===== src/rtl/tetris_gfx_pkg.sv =====
// Shared tile-graphics types: FSM state encoding, default tile geometry and the pixel record.
// The pixel record carries tile-local coordinates with the palette index.
package tetris_gfx_pkg;

    localparam int DEF_TILE_W = 20;
    localparam int DEF_TILE_H = 20;
    localparam int DEF_PIX_W  = 3;
    localparam int COORD_W    = 5;

    typedef enum logic [1:0] {
        IDLE  = 2'd0,
        FETCH = 2'd1,
        DRAIN = 2'd2
    } state_e;

    typedef struct packed {
        logic [COORD_W-1:0]   x;
        logic [COORD_W-1:0]   y;
        logic [DEF_PIX_W-1:0] data;
    } pix_t;

endpackage


===== src/rtl/tile_fifo2.sv =====
// Two-entry FIFO with registered storage; head visible combinationally, 1-cycle push-to-visible.
// Push is dropped when full, pop is ignored when empty; push+pop together keep occupancy.
module tile_fifo2 #(
    parameter int W = 8
) (
    input  logic         clk,
    input  logic         rst_n,
    input  logic         push,
    input  logic [W-1:0] push_data,
    input  logic         pop,
    output logic [W-1:0] pop_data,
    output logic         full,
    output logic         empty
);

    logic [W-1:0] mem [2];
    logic         wr_ptr;
    logic         rd_ptr;
    logic [1:0]   count;
    logic         push_ok;
    logic         pop_ok;

    assign full     = (count == 2'd2);
    assign empty    = (count == 2'd0);
    assign push_ok  = push & ~full;
    assign pop_ok   = pop & ~empty;
    assign pop_data = mem[rd_ptr];

    always_ff @(posedge clk or negedge rst_n) begin
        if (!rst_n) begin
            mem[0] <= '0;
            mem[1] <= '0;
            wr_ptr <= 1'b0;
            rd_ptr <= 1'b0;
            count  <= 2'd0;
        end else begin
            if (push_ok) begin
                mem[wr_ptr] <= push_data;
                wr_ptr      <= ~wr_ptr;
            end
            if (pop_ok) begin
                rd_ptr <= ~rd_ptr;
            end
            count <= count + {1'b0, push_ok} - {1'b0, pop_ok};
        end
    end

endmodule


===== src/rtl/tile_fetch.sv =====
// Fetches one TILE_W x TILE_H tile from a 1-cycle ROM and streams pixels; first pixel 2 cycles after start.
// Issue is throttled so the 2-entry buffer never overflows under pix_ready backpressure; TILE_FETCH_TRANSPARENT_EN drops index-0 pixels.
module tile_fetch
    import tetris_gfx_pkg::*;
#(
    parameter int TILE_W = DEF_TILE_W,
    parameter int TILE_H = DEF_TILE_H,
    parameter int PIX_W  = DEF_PIX_W,
    parameter int ADDR_W = 19
) (
    input  logic              Clk,
    input  logic              Reset_n,
    input  logic              start,
    input  logic [ADDR_W-1:0] base_addr,
    output logic [ADDR_W-1:0] read_address,
    input  logic [PIX_W-1:0]  rom_data,
    output logic              pix_valid,
    input  logic              pix_ready,
    output logic [4:0]        pix_x,
    output logic [4:0]        pix_y,
    output logic [PIX_W-1:0]  pix_data,
    output logic              busy,
    output logic              done
);

    localparam logic [COORD_W-1:0] X_LAST = COORD_W'(TILE_W - 1);
    localparam logic [COORD_W-1:0] Y_LAST = COORD_W'(TILE_H - 1);

    state_e             state, state_nxt;
    logic [ADDR_W-1:0]  addr_q, issue_addr;
    logic [COORD_W-1:0] cur_x, cur_y, issue_x, issue_y;
    logic               inflight, issue, last_issue, drain_end;
    logic               push, pop, full, empty;
    logic [2:0]         load;
    pix_t               push_pix, head_pix;

    assign pop = ~empty & pix_ready;

    // A pop in this cycle frees the slot the new read will land in two edges later.
    always_comb begin
        issue      = 1'b0;
        issue_addr = addr_q;
        issue_x    = '0;
        issue_y    = '0;
        load       = {1'b0, full, ~full & ~empty} + {2'b00, inflight};
        case (state)
            IDLE: begin
                issue      = start;
                issue_addr = base_addr;
            end
            FETCH: begin
                issue      = (load < (3'd2 + {2'b00, pop}));
                issue_addr = addr_q + ADDR_W'(1);
                if (cur_x == X_LAST) begin
                    issue_x = '0;
                    issue_y = cur_y + COORD_W'(1);
                end else begin
                    issue_x = cur_x + COORD_W'(1);
                    issue_y = cur_y;
                end
            end
            default: ;
        endcase
    end

    assign last_issue = issue && (issue_x == X_LAST) && (issue_y == Y_LAST);
    assign drain_end  = (state == DRAIN) && !inflight && (empty || (!full && pop));

    always_comb begin
        state_nxt = state;
        case (state)
            IDLE:    if (start)      state_nxt = last_issue ? DRAIN : FETCH;
            FETCH:   if (last_issue) state_nxt = DRAIN;
            DRAIN:   if (drain_end)  state_nxt = IDLE;
            default: state_nxt = IDLE;
        endcase
    end

    // cur_x/cur_y always tag the read currently in flight.
    always_ff @(posedge Clk or negedge Reset_n) begin
        if (!Reset_n) begin
            state    <= IDLE;
            addr_q   <= '0;
            cur_x    <= '0;
            cur_y    <= '0;
            inflight <= 1'b0;
            done     <= 1'b0;
        end else begin
            state    <= state_nxt;
            inflight <= issue;
            done     <= drain_end;
            if (issue) begin
                addr_q <= issue_addr;
                cur_x  <= issue_x;
                cur_y  <= issue_y;
            end
        end
    end

`ifdef TILE_FETCH_TRANSPARENT_EN
    assign push = inflight && (rom_data != '0);
`else
    assign push = inflight;
`endif

    assign push_pix = '{x: cur_x, y: cur_y, data: rom_data};

    tile_fifo2 #(
        .W($bits(pix_t))
    ) u_fifo (
        .clk       (Clk),
        .rst_n     (Reset_n),
        .push      (push),
        .push_data (push_pix),
        .pop       (pop),
        .pop_data  (head_pix),
        .full      (full),
        .empty     (empty)
    );

    assign read_address = issue ? issue_addr : addr_q;
    assign busy         = (state != IDLE);
    assign pix_valid    = ~empty;
    assign pix_x        = head_pix.x;
    assign pix_y        = head_pix.y;
    assign pix_data     = head_pix.data;

endmodule


===== config.mk =====
export PLATFORM = sky130hd
export DESIGN_NAME = tile_fetch
export DESIGN_NICKNAME = d
export VERILOG_FILES = /design/src/rtl/tetris_gfx_pkg.sv /design/src/rtl/tile_fifo2.sv /design/src/rtl/tile_fetch.sv
export SDC_FILE = /design/constraint.sdc
export NUM_CORES = 1
export LEC_CHECK = 0
export CORE_UTILIZATION = 45
export DETAILED_ROUTE_END_ITERATION = 10
export GPL_TIMING_DRIVEN = 0
export PLACE_DENSITY = 0.73
export SYNTH_ARGS = -nofsm -noshare
export SYNTH_HDL_FRONTEND = slang
export SYNTH_SLANG_ARGS = --single-unit

===== constraint.sdc =====
create_clock -name Clk -period 2.21 [get_ports Clk]
set_input_delay 0.3315 -clock Clk [delete_from_list [all_inputs] [get_ports Clk]]
set_output_delay 0.3315 -clock Clk [all_outputs]
set_load 0.01 [all_outputs]

==> results of run 1 <==
cells in the mapped netlist, types with 2 or more instances:
master	instances	area, sq um
a21oi_1	12	60.1
a22oi_1	6	45.0
a31oi_1	2	12.5
and2_1	4	25.0
and4_1	2	17.5
buf_2	7	35.0
clkbuf_1	9	33.8
dfrtp_1	63	1580
ha_1	6	75.1
inv_1	8	30.0
mux2_2	39	439
mux2i_1	8	80.1
nand2_1	31	116
nand2b_1	4	25.0
nand3_1	17	85.1
nand4_1	6	37.5
nor2_1	13	48.8
nor2b_1	2	12.5
nor3_1	7	35.0
nor4_1	4	25.0
o21ai_0	25	125
o22a_1	7	61.3
o22ai_1	8	50.1
o2bb2ai_1	2	17.5
o31a_1	2	17.5
o31ai_1	5	37.5
or3_1	2	12.5
xnor2_1	5	43.8
xor2_1	2	17.5
power by group through the flow:
stage / Clock (W) / Combinational (W) / Sequential (W)
finish: 0.00104 / 0.00436 / 0.00201
global route: 0.00113 / 0.00466 / 0.00206
CTS: 0.00107 / 0.00385 / 0.00198
detailed placement: 0 / 0.00313 / 0.00199
global placement: 0 / 0.00307 / 0.00196
floorplan: 0 / 0.00206 / 0.00188
cell type report:
type	instances	area [sq um]	share of cell area
timing repair buffer	91	798	0.163
clock inverter	6	70.1	0.0143
buffer	19	138	0.0282
sequential	63	1580	0.323
inverter	9	38.8	0.00794
tap	99	124	0.0254
clock buffer	10	138	0.0282
multi-input combinational	239	2000	0.409
cells by family after synthesis:
logic type	count (synthesis)	share of synthesized area
AOI/OAI and AO/OA	80	0.158
buffers and inverters	28	0.0362
and+or+nand+nor	99	0.148
muxes	47	0.153
xor gates and xnor gates	7	0.0181
adders and majority gates	6	0.0221
DFF	63	0.465
metrics by stage:
stage          std cells  setup WS [ps]
2_1_floorplan        330           -145
6_report             536           -703
3_3_place_gp         488          -1260
3_5_place_dp         488          -1050
5_1_grt              536           -803
4_1_cts              523           -741
layer usage:
layer	track usage	vias up
met5	0	-
met4	0.101	0
met3	0.0709	23
met2	0.427	131
met1	0.290	1539
li1	-	1420
critical path, cell delays in order (launching register included):
cell and delay (ps):
dfrtp_1 400, ha_1 310, or3b_4 420, a221oi_4 340, a21oi_4 90, buf_6 190
buf_12 150, o22ai_4 180, buf_2 170
final timing paths:
path	startpoint	end	slack, ps
worst max-delay path	inflight	read_address[5]	-700
worst min-delay path	Reset_n	u_fifo.mem[0]	70
worst max register to register	inflight	state[0]	-480
worst min register to register	u_fifo.count[1]	u_fifo.count[1]	500
max in group asynchronous	Reset_n	cur_x[0]	1560
min in group Clk	u_fifo.count[1]	u_fifo.count[1]	500
sequential cells by signal, summed over array words and instances (netlist names):
register / flops
addr_q: 19
cur_x: 5
cur_y: 5
done: 1
inflight: 1
state: 2
u_fifo.count: 2
u_fifo.mem: 26
u_fifo.rd_ptr: 1
u_fifo.wr_ptr: 1
cells in the final DEF, fill, tap and decap left out, types with 6 or more instances in the layout:
master / instances
o22a_1: 7
nor2_1: 10
nand4_1: 6
buf_6: 15
dfrtp_1: 61
inv_1: 8
o22ai_1: 7
mux2i_1: 8
buf_2: 24
clkbuf_1: 6
mux2_2: 39
nand3_1: 15
clkdlybuf4s50_1: 39
buf_4: 19
o21ai_1: 6
o21ai_2: 14
nand2_2: 6
a21oi_2: 8
nand2_1: 24
clkbuf_8: 12
repair_timing:
action                     in CTS  in global routing
buffers inserted               19                 14
setup endpoints to repair      55                 55
resized for setup             141                 29
pin swaps                      33                  9
==> results.cfg, run 1 <==
[run_status]
status = finished with violations
violations = setup timing

[layout]
final_util = 0.673
filler_cell_count = 563
nets = 464
stdcell_area_sq_um = 4880
num_antenna_cells = 0
areaGrowthSynthToFinish_pct = 44.1
drive_gt1_frac = 0.416

[sta]
tightest_slew_ps = 985
fin_skew_ps = 5.17
fin_crit_ps = 2910
tns_ps = -13880
rsz0062_at_grt = true
layout_setup_ws_ps = -703
finalCritPeriodShare = 1.32
hold_viol = 0
setup_viol = 30
whs_ps = 73.9
slew_headroom = 0.326
drv_slew = 0
fmax_mhz = 343

[pwr]
p_int_w = 0.00448
p_sw_w = 0.00294
p_clk_frac = 0.141
vdd_ir_drop_max_v = 0.000752
powerDensity_nw_per_um2 = 1520
power_leakage_nw = 2.07
fin_total_pwr_w = 0.00742
power.share.sequential = 0.271
swShare = 0.396
p_comb_frac = 0.588

[worst_setup_path]
crit_fanout = 8
worstSetupPathType = register to primary output
worstPathArrival_ps = 2580
reg2regPathDepth = 10
startpoint_type = register
critPathCaptureType = primary output
critical_path_required_ps = 1880

[synth]
ys_warn_count = 0
async_reset_ff_frac = 1.00
synth-edff-count = 0
synth.cell_area_sq_um = 3390
yosys.cell_types.count = 51
synth_nets = 362
avgSynthCellArea_sq_um = 10.3
ys.flop_type = dfrtp_1
ys_ff_latch = 63
ys_seq_area_frac = 0.465
syn_inst = 330

[drt]
drt_iter0_drc = 162
wl_met1_mm = 3.72
drc = 0
route.top_layer_used = met4
met3_length_um = 572
ant_nets = 0
routed_via_density = 5.81
totalWireLength_mm = 9.26
dr_wl_met2_mm = 4.70
first_pass_iters = 4
vias = 3113
wl_per_cell_um = 17.3

[floorplan]
start_util = 0.467
dieHeight_um = 88.8
die_x_um = 88.8
dieArea_sq_um = 7890
core_region_area_sq_um = 7250
rows = 31
io_pins = 61

[placement]
gp_congestion = 0.883
dp_hpwl_mm = 5.71
portBuffers = 59
placed_cell_area_sq_um = 4200

[grt]
grt_util_all_layers = 0.248
grt_pass1_wl_mm = 14.6
grt_overflow = 0
grt_max_degree = 64
antenna_found_initial = 0
grt_pass1_vias = 3049

[clock_tree]
clockBufferDepth = 2
cts_buffers = 9
clk_pin_slew_ps = 70
insertion_delay_ps = 350
cts_root_buffer = clkbuf_8
cts_tree = built
htreeDepth = 3
cts_hold_buf = 0
cts.sinks = 63

[min_path]
hp-class = primary input to async pin

[job]
max-cap-violations = 0
Note: power is estimated with default switching activity, not from simulation.
==> run 2: changes to the inputs <==
Settings changed: SLEW_MARGIN from default to 10.
==> results of run 2 <==
Final layout, timing and power as in run 1 (identical DEF).
==> run 3: changes to the inputs <==
Settings changed: CORE_MARGIN from default to 8.
==> results.cfg, run 3 (synthesized netlist as in run 1, its figures left out) <==
[run_status]
status = finished with violations
violations = setup timing

[clock_tree]
insertion_delay_ps = 360
clk_pin_slew_ps = 80
htreeDepth = 3
cts_hold_buf = 0
cts_root_buffer = clkbuf_8
cts.sinks = 63
clockBufferDepth = 2
cts_buffers = 9
cts_tree = built

[layout]
drive_gt1_frac = 0.395
layout.cells.non_filler = 529
filler_cell_count = 605
regMostFlops = u_fifo.mem
areaGrowthSynthToFinish_pct = 41.2
largest_reg_flops = 26
final_common_cell = dfrtp_1
nets = 457
layout_top_registers = u_fifo.mem: 26 flops, addr_q: 19 flops
num_antenna_cells = 0
final_cell_mix = dfrtp_1, mux2_2, clkdlybuf4s50_1

[placement]
dp.cells = 488
dpl_worst_slack_ps = -1100
gp_congestion = 0.909
portBuffers = 59
dp_hpwl_mm = 6.22

[sta]
tns_ps = -12460
fin_crit_ps = 2920
drv_slew = 0
finalCritPeriodShare = 1.32
fmax_mhz = 342
slew_headroom = 0.478
hold_viol = 0
setup_viol = 27
layout_setup_ws_ps = -714
tightest_slew_ps = 783
rsz0062_at_grt = true
fin_skew_ps = 9.72

[worst_setup_path]
critical_path_required_ps = 1880
path_cells = ha_1, or3b_4, a221oi_4, a21oi_4, buf_6, buf_12, o22ai_4, buf_6
cpMostUsedCell = buf_6
crit_buf_inv = 3
crit_slowest_cell = or3b_4
worst_path_largest_cell_delay_ps = 420
worstPathArrival_ps = 2590
reg2reg_slack_ps = -100
crit_fanout = 8
worstSetupPathType = register to primary output
startpoint_type = register
critPathCaptureType = primary output
cpLargestDelayFamily = compound AO/OA/AOI/OAI gates

[floorplan]
rows = 31
core_region_area_sq_um = 7290
die_x_um = 103
start_util = 0.465
io_pins = 61
dieHeight_um = 103
dieArea_sq_um = 10600

[drt]
wl_per_cell_um = 17.8
totalWireLength_mm = 9.40
drt_iter0_drc = 102
vias = 2991
first_pass_iters = 4
drc = 0
ant_nets = 0
routed_via_density = 5.65

[pwr]
p_comb_frac = 0.585
power_leakage_nw = 2.02
fin_total_pwr_w = 0.00697
p_clk_frac = 0.128
p_int_w = 0.00411
powerDensity_nw_per_um2 = 1460
swShare = 0.410
vdd_ir_drop_max_v = 0.000696
power.share.sequential = 0.286
p_sw_w = 0.00286

[grt]
grt_util_all_layers = 0.184
grt_pass1_vias = 3082
antenna_found_initial = 0
grt_max_degree = 64
grt_overflow = 0
grt_pass1_wl_mm = 15.1

[job]
max-cap-violations = 0

[min_path]
hp-class = primary input to async pin
## run 3: metrics by stage
step            util  area, sq um  hold WS (ps)
2_1_floorplan      -         3490          35.9
3_3_place_gp   0.577         4200           481
3_5_place_dp   0.576         4200           473
4_1_cts        0.641         4670          96.2
5_1_grt        0.657         4790           126
6_report       0.657         4790          52.2
## run 3: layout make-up
class / count / area [sq um] / share of cell area
multi-input cells: 239 / 2010 / 0.419
flip-flops and latches: 63 / 1580 / 0.330
repair buffers: 84 / 728 / 0.152
plain buffers: 19 / 138 / 0.0287
clock buffers: 9 / 124 / 0.0259
well taps: 99 / 124 / 0.0259
clock inverters: 7 / 50.0 / 0.0105
inverters: 9 / 38.8 / 0.00810
## run 3: worst paths after layout
check,depth (start not counted),startpoint,end
setup / recovery,8,inflight,read_address[5]
hold / removal,1,Reset_n,u_fifo.mem[0]
setup reg to reg,9,inflight,addr_q[15]
hold reg to reg,1,u_fifo.count[1],u_fifo.count[1]
max in group asynchronous,1,Reset_n,cur_x[0]
min in group Clk,1,u_fifo.count[1],u_fifo.count[1]
## run 3: repair_timing
item,CTS,global route
gates resized for setup,145,16
pin swaps,28,9
buffers inserted,18,9
hold endpoints to repair,0,0
setup endpoints to repair,55,59
## run 3: power by group through the flow
stage	sequential, W	clock [W]	combinational [W]
floorplan	0.00188	0	0.00206
global placement	0.00196	0	0.00309
detailed placement	0.00200	0	0.00318
CTS	0.00199	0.000913	0.00386
global route	0.00206	0.000964	0.00439
finish	0.00200	0.000894	0.00408
## run 3: per-layer routing
layer / part of all wire / up-vias / GRT usage
li1: - / 1407 / -
met1: 0.43 / 1462 / 0.218
met2: 0.49 / 99 / 0.306
met3: 0.057 / 23 / 0.0527
met4: 0.026 / 0 / 0.0756
met5: 0 / - / 0
## run 3: worst register-to-register path, cell delays in order, from the launching register on
cell and delay (ps):
dfrtp_1 380, ha_1 310, or3b_4 420, a221oi_4 360, a21oi_4 90, buf_6 190
buf_4 140, o21ai_2 110, o21ai_2 80, buf_4 130
